[config.mk]
export PLATFORM = sky130hd
export DESIGN_NAME = rgb_slice_writer
export DESIGN_NICKNAME = d
export VERILOG_FILES = /design/src/rtl/spirose_pkg.sv /design/src/rtl/slice_ring_ctrl.sv /design/src/rtl/rgb_slice_writer.sv
export SDC_FILE = /design/constraint.sdc
export NUM_CORES = 1
export LEC_CHECK = 0
export BUFFER_PORTS_ARGS = -buffer_cell sky130_fd_sc_hd__buf_2
export CORE_MARGIN = 5
export CORE_UTILIZATION = 50
export DETAILED_ROUTE_END_ITERATION = 12
export PLACE_DENSITY_LB_ADDON = 0.3
export SKIP_CTS_REPAIR_TIMING = 1
export SLEW_MARGIN = 20
export SYNTH_ARGS = -nofsm -noshare
export SYNTH_HDL_FRONTEND = slang
export SYNTH_SLANG_ARGS = --single-unit
[constraint.sdc]
create_clock -name clk -period 5.9 [get_ports clk]
set_input_delay 0.59 -clock clk [delete_from_list [all_inputs] [get_ports clk]]
set_output_delay 0.59 -clock clk [all_outputs]
set_load 0.1 [all_outputs]
[src/rtl/spirose_pkg.sv]
// Shared slice geometry and writer state encoding for the slice RAM path.
// Latency: none (constants and types only).
// Backpressure: none; the framebuffer reads the same geometry from here.
package spirose_pkg;

    localparam int ROW_SIZE    = 40;
    localparam int COLUMN_SIZE = 48;
    localparam int IMAGE_SIZE  = ROW_SIZE * COLUMN_SIZE;

    // Pixel counter width: must hold IMAGE_SIZE itself (1920 needs 11 bits).
    localparam int PIX_W = $clog2(IMAGE_SIZE + 1);

    typedef enum logic [1:0] {
        WAIT_VS = 2'd0,
        WRITE   = 2'd1,
        COMMIT  = 2'd2
    } wr_state_t;

    // Address of a pixel inside a slot whose base has already been computed.
    function automatic logic [31:0] pix_addr(input logic [31:0] base,
                                             input logic [PIX_W-1:0] idx);
        return base + 32'(idx);
    endfunction

endpackage

[src/rtl/slice_ring_ctrl.sv]
// Ring bookkeeping: occupancy counter, write slot/base pointer, stream_ready hysteresis.
// Latency: fill_level/stream_ready/slot_base update on the edge that samples commit/consume.
// Backpressure: none; consumption at empty is ignored, overflow is prevented by the writer.
module slice_ring_ctrl
    import spirose_pkg::*;
#(
    parameter int SLICES_IN_RAM  = 18,
    parameter int PRELOAD_SLICES = 4
) (
    input  logic        clk,
    input  logic        nrst,
    input  logic        commit,
    input  logic        slice_consumed,
    output logic [7:0]  fill_level,
    output logic        stream_ready,
    output logic [31:0] slot_base
);

    localparam logic [7:0] LAST_SLOT = 8'(SLICES_IN_RAM - 1);
    localparam logic [7:0] PRELOAD   = 8'(PRELOAD_SLICES);

    logic [7:0] wr_slot;
    logic [7:0] fill_nxt;
    logic       ready_nxt;
    logic       consume_ok;

    // Next occupancy and ready level; a consume at empty never underflows.
    always_comb begin
        consume_ok = slice_consumed && (fill_level != 8'd0);
        fill_nxt   = fill_level;
        if (commit && !consume_ok) begin
            fill_nxt = fill_level + 8'd1;
        end else if (!commit && consume_ok) begin
            fill_nxt = fill_level - 8'd1;
        end
        ready_nxt = stream_ready;
        if (fill_nxt >= PRELOAD) begin
            ready_nxt = 1'b1;
        end else if (fill_nxt == 8'd0) begin
            ready_nxt = 1'b0;
        end
    end

    // Slot pointer and its base address advance together so no multiplier is needed.
    always_ff @(posedge clk or negedge nrst) begin
        if (!nrst) begin
            wr_slot   <= 8'd0;
            slot_base <= 32'd0;
        end else if (commit) begin
            if (wr_slot == LAST_SLOT) begin
                wr_slot   <= 8'd0;
                slot_base <= 32'd0;
            end else begin
                wr_slot   <= wr_slot + 8'd1;
                slot_base <= slot_base + 32'(IMAGE_SIZE);
            end
        end
    end

    // Occupancy and hysteresis registers.
    always_ff @(posedge clk or negedge nrst) begin
        if (!nrst) begin
            fill_level   <= 8'd0;
            stream_ready <= 1'b0;
        end else begin
            fill_level   <= fill_nxt;
            stream_ready <= ready_nxt;
        end
    end

endmodule

[src/rtl/rgb_slice_writer.sv]
// Writes each complete 1920-pixel RGB565 slice into the next slot of the slice RAM ring.
// Latency: pixel sampled at edge N appears on ram_* after edge N+1 (input register + port register).
// Backpressure: none; a full ring drops the whole slice (err_overflow), a short slice is rewritten (err_short).
module rgb_slice_writer
    import spirose_pkg::*;
#(
    parameter int SLICES_IN_RAM  = 18,
    parameter int PRELOAD_SLICES = 4
) (
    input  logic        clk,
    input  logic        nrst,
    input  logic        rgb_vsync,
    input  logic        rgb_de,
    input  logic [15:0] rgb_data,
    input  logic        slice_consumed,
    output logic [31:0] ram_addr,
    output logic [15:0] ram_wdata,
    output logic        ram_we,
    output logic        stream_ready,
    output logic [7:0]  fill_level,
    output logic        err_short,
    output logic        err_overflow
);

    localparam logic [7:0]       FULL_LEVEL = 8'(SLICES_IN_RAM);
    localparam logic [PIX_W-1:0] LAST_PIX   = PIX_W'(IMAGE_SIZE - 1);

    wr_state_t        state;
    wr_state_t        state_nxt;
    logic             vs_q;
    logic             vs_qq;
    logic             de_q;
    logic [15:0]      data_q;
    logic [PIX_W-1:0] pix_cnt;
    logic             dropped;
    logic             vs_rise;
    logic             start;
    logic             is_short;
    logic             accept;
    logic             ring_full;
    logic             commit;
    logic [31:0]      slot_base;

    // Input register stage; vsync gets a second stage for edge detection.
    always_ff @(posedge clk or negedge nrst) begin
        if (!nrst) begin
            vs_q   <= 1'b0;
            vs_qq  <= 1'b0;
            de_q   <= 1'b0;
            data_q <= 16'd0;
        end else begin
            vs_q   <= rgb_vsync;
            vs_qq  <= vs_q;
            de_q   <= rgb_de;
            data_q <= rgb_data;
        end
    end

    // FSM state register.
    always_ff @(posedge clk or negedge nrst) begin
        if (!nrst) begin
            state <= WAIT_VS;
        end else begin
            state <= state_nxt;
        end
    end

    // Next state and per-cycle decode; a vsync edge in WRITE restarts the slice.
    always_comb begin
        vs_rise   = vs_q && !vs_qq;
        ring_full = (fill_level == FULL_LEVEL);
        start     = 1'b0;
        is_short  = 1'b0;
        accept    = 1'b0;
        commit    = 1'b0;
        state_nxt = state;
        case (state)
            WAIT_VS: begin
                if (vs_rise) begin
                    start     = 1'b1;
                    state_nxt = WRITE;
                end
            end
            WRITE: begin
                if (vs_rise) begin
                    start     = 1'b1;
                    is_short  = 1'b1;
                    state_nxt = WRITE;
                end else if (de_q) begin
                    accept = 1'b1;
                    if (pix_cnt == LAST_PIX) begin
                        state_nxt = COMMIT;
                    end
                end
            end
            COMMIT: begin
                commit    = !dropped;
                state_nxt = WAIT_VS;
            end
            default: begin
                state_nxt = WAIT_VS;
            end
        endcase
    end

    // Pixel counter, drop flag, RAM port and error pulse registers.
    always_ff @(posedge clk or negedge nrst) begin
        if (!nrst) begin
            pix_cnt      <= '0;
            dropped      <= 1'b0;
            ram_addr     <= 32'd0;
            ram_wdata    <= 16'd0;
            ram_we       <= 1'b0;
            err_short    <= 1'b0;
            err_overflow <= 1'b0;
        end else begin
            ram_we       <= 1'b0;
            err_short    <= 1'b0;
            err_overflow <= 1'b0;
            if (start) begin
                pix_cnt      <= '0;
                dropped      <= ring_full;
                err_overflow <= ring_full;
                err_short    <= is_short;
            end else if (accept) begin
                pix_cnt <= pix_cnt + 1'b1;
                if (!dropped) begin
                    ram_we    <= 1'b1;
                    ram_addr  <= pix_addr(slot_base, pix_cnt);
                    ram_wdata <= data_q;
                end
            end
        end
    end

    slice_ring_ctrl #(
        .SLICES_IN_RAM  (SLICES_IN_RAM),
        .PRELOAD_SLICES (PRELOAD_SLICES)
    ) u_ring (
        .clk            (clk),
        .nrst           (nrst),
        .commit         (commit),
        .slice_consumed (slice_consumed),
        .fill_level     (fill_level),
        .stream_ready   (stream_ready),
        .slot_base      (slot_base)
    );

endmodule

# --- Yosys cells after proc, flatten, opt, wreduce, memory -nomap -nowiden ---
# Cells that the tools add are included.
classes:
  n_reduce_logical: 16
  bitwise: 2
  order_cmp: 1
  n_eq_ne: 8
  add_sub_neg: 6
  muxes: 25
  shift: 0
  div: 0
  mul: 0
ops:
  columns: ["op", "n"]
  rows:
  - ["$add 32x11->32", 1]
  - ["$add 32x11->32 const B", 1]
  - ["$mux 32", 1]
  - ["$mux 8", 3]
  - ["$mux 11", 2]
  - ["$add 8x1->8 const B", 2]
  - ["$eq 8x5->1 const B", 2]
  - ["$mux 1", 14]
  - ["$add 11x1->11 const B", 1]
  - ["$eq 11x11->1 const B", 1]
  - ["$ge 8x3->1 const B", 1]
  - ["$logic_not 8->1", 1]
  - ["$mux 2", 4]
  - ["$reduce_bool 8->1", 1]
  - ["$sub 8x1->8 const B", 1]
  - ["$ne 3x3->1 const B", 2]
  - ["$reduce_and 3->1", 2]
  - ["$logic_and 1x1->1", 4]
  - ["$logic_not 1->1", 4]
  - ["$pmux 2 s2", 1]
  - ["$reduce_bool 2->1", 2]
  - ["$eq 2x1->1 const B", 1]
  - ["$eq 2x2->1 const B", 1]
  - ["$logic_not 2->1", 1]
  - ["other kinds (3)", 4]
word_totals:
  output_inout_bits: 60
  word_cells: 74
  latch_bits: 0
  mem_bits_ro: 0
  ff_bits: 133
  n_memories: 0
  ramBits: 0

# --- Logic depth before layout (Yosys ltp) ---
# Gate-level depths: netlist of run 1.
logic_depth:
  ltp_word: 9
  ltp_mapped: 8

# --- Cells and area by module ---
# Synthesis of run 1 repeated with hierarchy kept, for this count alone.
hier_totals:
  cells_unflattened: 664
  area_unflattened_um2: 6391.1
modules_own_cells:
  columns: ["mod", "seq_area_each_um2", "instances", "area_each_um2", "cells_per_inst"]
  rows:
  - ["rgb_slice_writer", 2102.0, 1, 3936.3, 405]
  - ["slice_ring_ctrl", 1051.0, 1, 2454.9, 259]

# --- Worst setup path before layout of run 1 ---
# OpenSTA, ideal clock, no wires.
synth_timing:
  path_type: "reg2reg"
  start: "reg u_ring.fill_level[0]"
  end: "reg u_ring.stream_ready"
  period_less_slack_ps: 3493
  setup_ps: 138
  n_path_buf: 0
  t_required_ps: 5762
  stages_incl_launch_ff: 9
  path_slack_ps: 2407
  arrival_time_ps: 3355
  path_cell_list: "dfrtp_1 > inv_1 > ha_1 > nor3b_1 > a2111oi_1 > a41oi_2 > xnor2_1 > or4_1 > or4_1"
synth_via:
  elab_chain_cells: 7
  word_cells_on_any_way: 13
synth_rtl:
  columns: ["element", "line", "text"]
  rows:
  - ["start, declared", "slice_ring_ctrl.sv:14", "output logic [7:0] fill_level,"]
  - ["start signal, assigned", "slice_ring_ctrl.sv:66", "fill_level <= fill_nxt;"]
  - ["parallel branches: the longest is 4 deep, another holds $sub 8x1->8", null, null]
  - ["$mux 8 (*)", "slice_ring_ctrl.sv:31", "if (commit && !consume_ok) begin"]
  - ["named net u_ring.fill_nxt[5]", "slice_ring_ctrl.sv:23", "logic [7:0] fill_nxt;"]
  - ["$ge 8x3->1 / $logic_not 8->1 (equally long branches)", "slice_ring_ctrl.sv:37, slice_ring_ctrl.sv:39", null]
  - ["$mux 1 / $reduce_bool 2->1 (equally long branches)", null, null]
  - ["end signal, assigned", "slice_ring_ctrl.sv:67", "stream_ready <= ready_nxt;"]
  - ["end, declared", "slice_ring_ctrl.sv:15", "output logic stream_ready,"]
# Mark *: on every way through the listed nets, which the timed path passes.
# A chain may end at the register's enable or synchronous reset.

# --- Worst setup path after layout of run 1 ---
# Same ends and word-level chain as after synthesis.

==> results of run 1 <==
worst max-delay path, cell delays in order, from the launching register on:
cell       delay, ps
dfrtp_1          460
inv_1            130
ha_1             270
nor3b_1          170
a2111oi_1        550
a41oi_2          190
xnor2_1          170
or4_1            500
or4_1            390
logic make-up (layout without fill, tap and decap cells):
group,after synthesis,after routing,synth area share
other,1,1,0.0006499
flip-flops,126,126,0.5464
AND/OR/NAND/NOR,271,271,0.2214
XOR/XNOR,63,63,0.09562
buffers and inverters,40,125,0.02971
adder cells (fa/ha/maj),12,12,0.02602
AO/OA/AOI/OAI,78,78,0.08023
placed cells by master, fill, tap and decap left out, types with 3 or more instances in the layout:
cell type,Yosys,routed
nor3_1,10,10
a21o_1,3,3
inv_1,10,10
ha_1,12,12
buf_4,1,4
nand3_1,22,22
and3_1,13,13
or4_1,5,5
a31oi_1,4,4
nand4_1,13,13
nand2_1,126,126
o21ai_0,43,43
clkinvlp_4,0,3
clkbuf_8,0,4
and2_1,3,3
nor2_1,47,47
nor4_1,5,5
buf_2,2,79
xor2_1,28,28
nor3b_1,3,3
nand2b_1,6,6
and4_1,4,4
clkbuf_16,0,17
xnor2_1,35,35
clkinv_2,0,4
dfrtp_1,126,126
a21oi_1,10,10
o31ai_1,4,4
report_power, final:
group / leakage [nW] / switching (mW) / internal [mW] / total (mW)
Sequential: 1.66 / 0.0920 / 0.931 / 1.02
Combinational: 1.33 / 0.552 / 0.127 / 0.679
Clock: 0.288 / 0.358 / 0.663 / 1.02
Total: 3.27 / 1.00 / 1.72 / 2.72
cell type report:
class	instances	area (um^2)
clock buffers	22	484.2
clock inverters	10	111.4
fillers	951	4533
inverters	10	37.54
multi-input cells	425	2446
flip-flops and latches	126	3153
well taps	143	178.9
repair buffers	83	425.4
per-layer routing:
layer | global-route usage | vias up
li1 | - | 2130
met1 | 0.2320 | 2101
met2 | 0.2772 | 94
met3 | 0.05534 | 4
met4 | 0.06091 | 0
met5 | 0 | -
Yosys cell counts, types with 3 or more instances:
master,n
nand4_1,13
nor2_1,47
xor2_1,28
and2_1,3
nor3_1,10
ha_1,12
and4_1,4
o21ai_0,43
a21oi_1,10
nand2_1,126
dfrtp_1,126
nand3_1,22
o31ai_1,4
or4_1,5
nor4_1,5
and3_1,13
a21o_1,3
clkbuf_1,25
xnor2_1,35
inv_1,10
nand2b_1,6
a31oi_1,4
nor3b_1,3
final timing paths:
| check | from | to | slack [ps] |
|---|---|---|---|
| worst max-delay path | u_ring.fill_level[0]$_DFF_PN0_ | u_ring.stream_ready$_DFFE_PN0P_ | 2950 |
| worst min-delay path | nrst | data_q[8]$_DFF_PN0_ | 250 |
| worst max register to register | u_ring.fill_level[0]$_DFF_PN0_ | u_ring.stream_ready$_DFFE_PN0P_ | 2950 |
| worst min register to register | vs_q$_DFF_PN0_ | vs_qq$_DFF_PN0_ | 400 |
| max in group asynchronous | nrst | u_ring.fill_level[0]$_DFF_PN0_ | 4360 |
| min in group clk | rgb_data[10] | data_q[10]$_DFF_PN0_ | 290 |
state kept, by name (all words and copies together), names as in the netlist, 2 cells and up:
signal             flops
ram_addr              32
u_ring.slot_base      25
data_q                16
ram_wdata             16
pix_cnt               11
u_ring.fill_level      8
u_ring.wr_slot         8
state                  2
metrics by stage:
stage	worst slack (ps)	instances	util	power (mW)	area (um^2)
2_1_floorplan	2407	591	-	1.581	5771
3_3_place_gp	3035	787	0.5489	1.711	6241
3_5_place_dp	2935	787	0.5489	1.717	6241
4_1_cts	2946	819	0.6013	2.752	6837
5_1_grt	2702	819	0.6013	2.838	6837
6_report	2949	819	0.6013	2.724	6837
==> impl_metrics.csv, run 1 <==
group,metric,value,unit
route,ant_nets,0,
floorplan,start_util,0.5075,
worst_setup_path,worstSetupEndpointType,"flop",
worst_setup_path,path_max_fanout,8,
placement,hpwl,7988,um
placement,gp_congestion,0.8594,
cts,cts.htree.levels,4,
route,first_pass_iters,4,
global_routing,overflow,0,
timing,fin_crit_sh,0.5001,
synth,synth.net_count,624,
route,top_layer_used,"met4",
synth,async_reset_ff_frac,1.000,
global_routing,grt_pass1_vias,4228,
finish,syn_to_final_growth,18.47,%
route,route.met2.wl,5672,um
synth,yosysWarnings,0,
global_routing,grt_antenna_before_repair,0,
global_routing,grtUsageTotal,0.1766,
route,vias,4329,
floorplan,floorplan.io_pins,81,
worst_setup_path,worst_ep_required_time,6180,ps
worst_setup_path,worstSetupPathType,"flop to flop",
timing,finalMaxSlewViolations,0,
synth,netlist_instances,591,
timing,min_period,2951,ps
route,wl_per_cell,14.25,um
worst_setup_path,r2r_cells,8,
timing,fin_worst_skew,9.949,ps
timing,worst_pin_slew,1027,ps
cts,path_clk_slew,60,ps
route,route.met3.wl,641,um
cts,cts.sinks,126,
floorplan,core.rowCount,39,
finish,nNetsFinal,696,
timing,timing.hold.ws,250.1,ps
job,max_cap_viol_count,0,
power_and_ir_drop,powerDensity,398.4,nW/um^2
synth,synthDistinctLibCells,49,
power_and_ir_drop,ir_worst_vdd,0.5670,mV
cts,clockBufferDepth,2,
timing,maxSlewHeadroom,0.3156,
synth,ys_ff_latch,126,
synth,synth.area.top_cells,"dfrtp_1, nand2_1, xnor2_1, xor2_1, o21ai_0",
cts,insertion_delay,410,ps
synth,synth_top_cell_by_area,"dfrtp_1",
floorplan,die_h,117.4,um
floorplan,dieWidth,117.4,um
worst_setup_path,cp-start-kind,"flop",
route,routed_wirelength,11670,um
cts,cts_tree,"done",
status,status,"completed",
synth,syn_avg_cell_area,9.764,um^2
route,vias_per_cell,5.286,
route,drc,0,
placement,port_buffers,80,
cts,cts_made_buffers,17,
power_and_ir_drop,leakage,3.273,nW
route,drt_iter0_drc,299,
timing,setup_viol,0,
floorplan,die_area,13790,um^2
finish,num_antenna_cells,0,
timing,fin_tns_setup,0,ps
synth,synth_area,5771,um^2
timing,clock.fmax,0.3389,GHz
min_path,hold_path_class,"input pin to async pin",
global_routing,grt_max_degree,77,
synth,ys.flop_type,"dfrtp_1",
worst_setup_path,critical_path_arrival,3230,ps
synth,yosysTopAreaCellShare,0.5464,
route,wl_met1,5296,um
synth,yosysSeqAreaShare,0.5464,
cts,cts_root_buffer,"clkbuf_16",
floorplan,core,11370,um^2
finish,drive_gt1_frac,0.1775,
timing,rsz0062_at_grt,"false",
timing,finalHoldViolCount,0,
global_routing,grt_pass1_wl,20170,um
synth,synth_edf_count,0,
Note: power is estimated with default switching activity, not from simulation.
==> run 2, diff against run 1 <==
clock period = 3 ns   (was 5.9 ns; I/O delays follow)
==> impl_metrics.csv, run 2 (synthesized netlist as in run 1, its figures left out) <==
group,metric,value,unit
placement,port_buffers,80,
floorplan,dieWidth,117.4,um
worst_setup_path,critical_path_arrival,3160,ps
timing,fin_tns_setup,0,ps
global_routing,grt_pass1_vias,4343,
power_and_ir_drop,power.switching,2.026,mW
placement,gp_congestion,0.9078,
finish,num_antenna_cells,0,
timing,min_period,2882,ps
power_and_ir_drop,total_power,5.405,mW
global_routing,grt_max_degree,76,
finish,reg_top3,"ram_addr: 32 flops, u_ring.slot_base: 25 flops",
power_and_ir_drop,clockPowerShare,0.365,
placement,hpwl,8389,um
finish,top_register,"ram_addr",
route,vias,4520,
cts,clockBufferDepth,2,
power_and_ir_drop,ir_worst_vdd,0.7137,mV
floorplan,die_area,13790,um^2
finish,largest_register_ffs,32,
timing,clock.fmax,0.3469,GHz
finish,drive_gt1_frac,0.1848,
power_and_ir_drop,p_comb_frac,0.258,
power_and_ir_drop,seq_power_share,0.377,
power_and_ir_drop,powerDensity,766.7,nW/um^2
job,max_cap_viol_count,0,
finish,regArea,3163,um^2
finish,mostFrequentLayoutCells,"nand2_1, dfrtp_1, buf_2",
cts,cts.sinks,126,
placement,place_ws,84.97,ps
power_and_ir_drop,swShare,0.3747,
finish,utilization,0.6201,
global_routing,overflow,0,
cts,cts.htree.levels,4,
finish,multi_input_area,2454,um^2
timing,finalMaxSlewViolations,0,
timing,timing.final.ws_setup,117.6,ps
timing,rsz0062_at_grt,"false",
route,first_pass_iters,4,
floorplan,die_h,117.4,um
worst_setup_path,timing.rr.end,"u_ring.stream_ready$_DFFE_PN0P_",
route,drt_iter0_drc,374,
floorplan,floorplan.io_pins,81,
route,drc,0,
finish,nNetsFinal,719,
worst_setup_path,r2r_cells,7,
route,vias_per_cell,5.375,
cts,insertion_delay,410,ps
cts,cts_tree,"done",
floorplan,start_util,0.5075,
worst_setup_path,path_max_fanout,8,
worst_setup_path,r2r_start,"u_ring.fill_level[0]$_DFF_PN0_",
timing,worst_pin_slew,855.6,ps
worst_setup_path,cp-start-kind,"flop",
finish,syn_to_final_growth,22.18,%
cts,path_clk_slew,50,ps
status,status,"completed",
worst_setup_path,worst_ep_required_time,3280,ps
timing,setup_viol,0,
cts,cts_root_buffer,"clkbuf_16",
worst_setup_path,r2r_setup_slack,120,ps
route,wl_per_cell,14.80,um
timing,fin_worst_skew,5.813,ps
finish,nFillCells,905,
timing,maxSlewHeadroom,0.4296,
floorplan,core.rowCount,39,
route,routed_wirelength,12440,um
route,ant_nets,0,
placement,dp.cells,792,
floorplan,core,11370,um^2
min_path,hold_path_class,"input pin to async pin",
timing,finalHoldViolCount,0,
global_routing,grtUsageTotal,0.1865,
global_routing,grt_antenna_before_repair,0,
cts,cts_made_buffers,17,
timing,fin_crit_sh,0.9608,
finish,layout_commonest_cell,"nand2_1",
power_and_ir_drop,intPower,3.380,mW
worst_setup_path,worstSetupPathType,"flop to flop",
power_and_ir_drop,leakage,3.350,nW
worst_setup_path,worstSetupEndpointType,"flop",
global_routing,grt_pass1_wl,21270,um
finish,final_cells,841,
==> run 2: worst max-delay path by stage <==
| stage | start | to | slack [ps] |
|---|---|---|---|
| 2_1_floorplan | u_ring.fill_level[0]$_DFF_PN0_ | u_ring.stream_ready$_DFFE_PN0P_ | 60 |
| 3_3_place_gp | u_ring.fill_level[0]$_DFF_PN0_ | u_ring.stream_ready$_DFFE_PN0P_ | 210 |
| 3_5_place_dp | u_ring.fill_level[0]$_DFF_PN0_ | u_ring.stream_ready$_DFFE_PN0P_ | 80 |
| 4_1_cts | u_ring.fill_level[0]$_DFF_PN0_ | u_ring.stream_ready$_DFFE_PN0P_ | 100 |
| 5_1_grt | u_ring.fill_level[0]$_DFF_PN0_ | u_ring.stream_ready$_DFFE_PN0P_ | 20 |
| 6_report | u_ring.fill_level[0]$_DFF_PN0_ | u_ring.stream_ready$_DFFE_PN0P_ | 120 |
==> run 2: final cells by class <==
cell class              count  area share
flip-flops and latches    126      0.4486
multi-input cells         425      0.3480
repair buffers            106     0.09122
clock buffers              21     0.06531
well taps                 143     0.02538
clock inverters            10     0.01615
inverters                  10    0.005324
==> run 2: power by group through the flow <==
stage                     clock [mW]  sequential, mW  combinational, mW
after floorplan                    0            2.76              0.369
after global placement             0            2.04               1.33
after detailed placement           0            2.06               1.37
after CTS                       2.02            2.03               1.37
after global routing            2.08            2.06               1.47
final                           1.97            2.04               1.39
==> run 2: metal layers <==
layer,vias to the layer above,GRT usage,wire (um)
met1,2165,0.2522,5654
met4,0,0.07687,240
met3,24,0.05630,795
li1,2190,-,-
met2,141,0.2801,5754
met5,-,0,0
==> run 2: stage by stage <==
step                area [um^2]  hold WS [ps]
finish                     7051         4.813
global route               7051         72.02
CTS                        6868        -29.34
detailed placement         6294         385.9
global placement           6294         385.0
floorplan                  5786         4.409
==> run 2: worst max-delay path: stages (launching register included) <==
cell	delay (ps)
dfrtp_4	510
inv_1	130
ha_2	240
or3b_2	470
o32ai_1	330
xor2_1	130
or4_1	530
or4_1	400
